$ cat src/rtl/fifo_drain_reader_if.sv
// fifo_drain_reader_if: valid/ready byte stream carried out of the drain reader
interface fifo_drain_reader_if #(
  parameter int DW = 8
);
  logic m_valid;
  logic [DW-1:0] m_data;
  logic m_ready;
  modport master (output m_valid, m_data, input m_ready);
  modport slave (input m_valid, m_data, output m_ready);
endinterface

$ cat src/rtl/fifo_drain_reader.sv
// fifo_drain_reader: drains a synchronous FIFO through a skid buffer onto a valid/ready stream
module fifo_drain_reader #(
  parameter int DW = 8,
  parameter int OBUF_DEPTH = 3,
  parameter int CNT_W = 16
) (
  input  logic clk,
  input  logic rst,
  input  logic en,
  output logic fifo_rd,
  input  logic fifo_empty,
  input  logic fifo_wr,
  input  logic [DW-1:0] fifo_dout,
  fifo_drain_reader_if.master m,
  output logic [CNT_W-1:0] words_out,
  output logic busy
);
  localparam int PW = $clog2(OBUF_DEPTH);
  localparam int OW = $clog2(OBUF_DEPTH + 1);
  localparam logic [OW:0] DEPTH = (OW + 1)'(OBUF_DEPTH);
  localparam logic [PW-1:0] LAST = PW'(OBUF_DEPTH - 1);
  logic [DW-1:0] mem [OBUF_DEPTH];
  logic [PW-1:0] wr_ptr, rd_ptr;
  logic [OW-1:0] occ;
  logic pend, acc, pop;
  // reads are gated on local room (occupancy plus in-flight word) only, never on m_ready
  always_comb begin
    fifo_rd = !rst && en && !fifo_empty && ({1'b0, occ} + {{OW{1'b0}}, pend}) < DEPTH;
    acc = fifo_rd && !fifo_empty && !fifo_wr;
    m.m_valid = occ != '0;
    m.m_data = m.m_valid ? mem[rd_ptr] : '0;
    pop = m.m_valid && m.m_ready;
    busy = pend || m.m_valid;
  end
  // skid storage captures the word that arrives one cycle after an accepted read; left unreset
  always_ff @(posedge clk)
    if (pend) mem[wr_ptr] <= fifo_dout;
  // in-flight flag, circular pointers, occupancy and delivered-word counter
  always_ff @(posedge clk)
    if (rst) begin
      pend <= 1'b0;
      wr_ptr <= '0;
      rd_ptr <= '0;
      occ <= '0;
      words_out <= '0;
    end else begin
      pend <= acc;
      if (pend) wr_ptr <= wr_ptr == LAST ? '0 : wr_ptr + 1'b1;
      if (pop) rd_ptr <= rd_ptr == LAST ? '0 : rd_ptr + 1'b1;
      occ <= occ + OW'(pend) - OW'(pop);
      if (pop) words_out <= words_out + 1'b1;
    end
endmodule

$ cat src/flat_wrapper.sv
// flat-port wrapper written by rule: the top's interface ports become plain ports
module fifo_drain_reader_flat 
#(
  parameter int DW = 8,
  parameter int OBUF_DEPTH = 3,
  parameter int CNT_W = 16
)
  (clk, rst, en, fifo_rd, fifo_empty, fifo_wr, fifo_dout, words_out, busy, m_m_valid, m_m_data, m_m_ready);
  fifo_drain_reader_if #(.DW(DW)) m_i ();
  input  logic clk;
  input  logic rst;
  input  logic en;
  output logic fifo_rd;
  input  logic fifo_empty;
  input  logic fifo_wr;
  input  logic [DW-1:0] fifo_dout;
  output logic [CNT_W-1:0] words_out;
  output logic busy;
  output wire logic [$bits(m_i.m_valid)-1:0] m_m_valid;
  output wire logic [$bits(m_i.m_data)-1:0] m_m_data;
  input wire logic [$bits(m_i.m_ready)-1:0] m_m_ready;
  assign m_m_valid = m_i.m_valid;
  assign m_m_data = m_i.m_data;
  assign m_i.m_ready = m_m_ready;
  fifo_drain_reader #(.DW(DW), .OBUF_DEPTH(OBUF_DEPTH), .CNT_W(CNT_W)) u_core (.clk(clk), .rst(rst), .en(en), .fifo_rd(fifo_rd), .fifo_empty(fifo_empty), .fifo_wr(fifo_wr), .fifo_dout(fifo_dout), .m(m_i), .words_out(words_out), .busy(busy));
endmodule
$ cat config.mk
export PLATFORM = sky130hd
export DESIGN_NAME = fifo_drain_reader_flat
export DESIGN_NICKNAME = d
export VERILOG_FILES = /design/src/rtl/fifo_drain_reader_if.sv /design/src/rtl/fifo_drain_reader.sv /design/src/flat_wrapper.sv
export SDC_FILE = /design/constraint.sdc
export NUM_CORES = 1
export LEC_CHECK = 0
export CORE_MARGIN = 2
export CORE_UTILIZATION = 50
export DETAILED_ROUTE_END_ITERATION = 7
export PLACE_DENSITY = 0.78
export RECOVER_POWER = 100
export SETUP_SLACK_MARGIN = 0.3
export SYNTH_ARGS = -nofsm -noshare
export SYNTH_HDL_FRONTEND = slang
export SYNTH_SLANG_ARGS = --single-unit
$ cat constraint.sdc
create_clock -name clk -period 2.06 [get_ports clk]
set_input_delay 0.309 -clock clk [delete_from_list [all_inputs] [get_ports clk]]
set_output_delay 0.309 -clock clk [all_outputs]
set_load 0.005 [all_outputs]
==> out/metrics.cfg <==
[critical_path]
r2r_start=u_core.occ[0]$_SDFF_PP0_
cpMaxStageDelayCell=or4b_4
cp-start-kind=flip-flop
startpoint=u_core.pend$_SDFF_PP0_
crit_fanout=2
crit_path_max_incr_delay_ps=470
cp_common_cell=ha_4
path_cells=ha_4, ha_4, or4b_4, a21oi_2, buf_2
critPathCaptureType=primary output
cp_data_arrival_time_ps=1680
cp.required_ps=1750
crit_type=flip-flop to primary output

[min_path]
worst_hold_startpoint=fifo_wr
hp-class=input pin to flip-flop

[clock_tree]
cts.sinks=49
cts_tree=yes
insertion_delay_ps=310
numCtsBuffers=5
htree_levels=2
cts_buffer_depth=2
hold_buffers=0
path_clk_slew_ps=90
cts_root_buffer=clkbuf_8

[drt]
first_pass_iters=4
vias=1673
vias_per_cell=5.36
dr.first_iter.drc_count=95
routedWlPerCell_um=16.5
drc=0
ant_nets=0
wirelength_um=5160

[logic_synthesis]
yosys.cell_types.count=31
yosysWarnings=0
ys_seq_area_share_pct=60.4
synth-seq-cells=49
ys_async_sr_fraction_pct=0
synthCells=185
synth_edf_count=24
syn_nets=204
synth.top_cells.by_area=edfxtp_1 (36%), dfxtp_1 (25%), nor2_1 (6.7%), a21oi_1 (4.5%), mux2i_1 (4.0%)
synth-main-ff-cell=dfxtp_1
yosysTopAreaCellShare_pct=35.6
avgSynthCellArea_um2=10.9
synth_area_mm2=0.00202
yosysTopAreaCell=edfxtp_1

[floorplanning]
die_y_um=67.6
ios=41
die_w_um=67.6
core_mm2=0.00394
start_util_pct=51.3
dieArea_mm2=0.00457
num_rows=23

[final_layout]
num_antenna_cells=0
utilization_pct=74.4
nets=280
area_growth_pct=45.0
drive_gt1_share_pct=29.0
finalInstanceArea_mm2=0.00293

[sta]
max_slew_margin_pct=50.4
slew_violations=0
setup_viol=0
finClkSkew_ps=4.75
rsz0062_at_grt=true
max_freq_ghz=0.502
finalCritPeriodShare_pct=96.7
hold-worst-slack_ps=517
tightest_slew_ps=744
period_needed_ps=1990
hold_violations=0
tns_ps=0

[global_route]
gr-total-overflow=0
grt_pass1_wl_um=7130
grt_pass1_vias=1524
grtUsageTotal_pct=22.1
grt_max_degree=24
antenna_found_initial=0

[pwr]
leakagePower_nw=1.09
peakVddDrop_mv=0.610
p_per_area_mw_per_mm2=967

[status]
status=completed

[place]
globalplace.congestion=0.736
port_buffers=40
post_dp_cell_area_mm2=0.00259
place_hpwl_um=2880

[job]
max_cap_viol_count=0

==> critical path: cells and delay by family (launching register included) <==
family                   cells  cell delay [ps]
AO/OA/AOI/OAI                1              130
AND/OR/NAND/NOR              1              470
buffers and inverters        1              120
flip-flops                   1              350
adder cells (fa/ha/maj)      2              310
==> synth_stat cells (2+ instances only) <==
| master | count |
|---|---|
| o21ai_0 | 3 |
| nand4_1 | 2 |
| nor4_1 | 3 |
| inv_1 | 8 |
| nor2_1 | 36 |
| xnor2_1 | 9 |
| clkbuf_1 | 4 |
| dfxtp_1 | 25 |
| or3_1 | 2 |
| nand3_1 | 3 |
| ha_1 | 5 |
| mux2i_1 | 8 |
| nor2b_1 | 3 |
| xor2_1 | 3 |
| nand2_1 | 10 |
| nor3_1 | 6 |
| a21oi_1 | 18 |
| edfxtp_1 | 24 |
==> worst paths after layout <==
check / to / slack, ps / cells past startpoint
setup / recovery: fifo_rd / 70 / 5
hold / removal: u_core.pend$_SDFF_PP0_ / 520 / 2
setup reg to reg: u_core.occ[1]$_SDFF_PP0_ / 70 / 11
hold reg to reg: u_core.words_out[15]$_SDFFE_PP0P_ / 520 / 2
==> sequential cells by signal (all words and copies together), names as in the netlist, named ones only <==
register / cells
u_core.occ: 2
u_core.wr_ptr: 2
u_core.mem: 24
u_core.rd_ptr: 2
u_core.pend: 1
u_core.words_out: 16
==> repair_timing <==
action	CTS	global route
resized for setup	48	43
buffers inserted	6	10
hold endpoints to repair	0	0
cloned	1	0
pin swaps	10	11
setup endpoints to repair	15	19
==> logic make-up (layout without fill, tap and decap cells) <==
family	count (synthesis)	after routing	share of synthesized area, %
adders and majority gates	5	5	3.09
DFF	49	49	60.4
buffers and inverters	13	89	2.60
AOI/OAI and AO/OA	25	25	7.05
muxes	9	9	4.51
and+or+nand+nor	72	73	17.2
xor gates and xnor gates	12	12	5.20
==> where the power goes <==
part	switching, mW	leakage [nW]	internal [mW]	total, mW
Combinational	0.526	0.629	0.609	1.14
Clock	0.329	0.0445	0.241	0.570
Sequential	0.0515	0.420	1.08	1.13
Total	0.906	1.09	1.93	2.84
==> routing by layer <==
metal,vias to the layer above,wire length (um),track usage [%]
li1,807,-,-
met1,795,2010,27.1
met2,50,2700,36.2
met3,21,235,4.33
met4,0,216,13.0
met5,-,0,0
==> final cells by class <==
cell class	count	area [um^2]
clock buffers	5	68.8
clock inverters	3	21.3
fillers	283	1010
inverters	8	30.0
multi-input cells	124	925
flip-flops and latches	49	1230
well taps	50	62.6
repair buffers	73	599
==> layout by cell type (no fill, tap or decap), drive strengths merged, types with 5 or more instances in the layout <==
cell,Yosys,routed
nor2,36,37
clkdlybuf4s50,0,11
dfxtp,25,25
xnor2,9,9
buf,1,25
dlygate4sd3,0,17
a21oi,18,18
clkbuf,4,23
mux2i,8,8
inv,8,9
nor3,6,6
ha,5,5
nand2,10,10
edfxtp,24,24
==> per-stage QoR <==
| step | cells | worst slack (ps) | power, mW |
|---|---|---|---|
| finish | 312 | 67.2 | 2.84 |
| global route | 312 | 11.0 | 2.98 |
| global placement | 287 | -302 | 1.90 |
| floorplan | 185 | 305 | 1.49 |
| detailed placement | 287 | -316 | 1.92 |
| CTS | 302 | 70.8 | 2.70 |
Note: power is estimated with default switching activity, not from simulation.
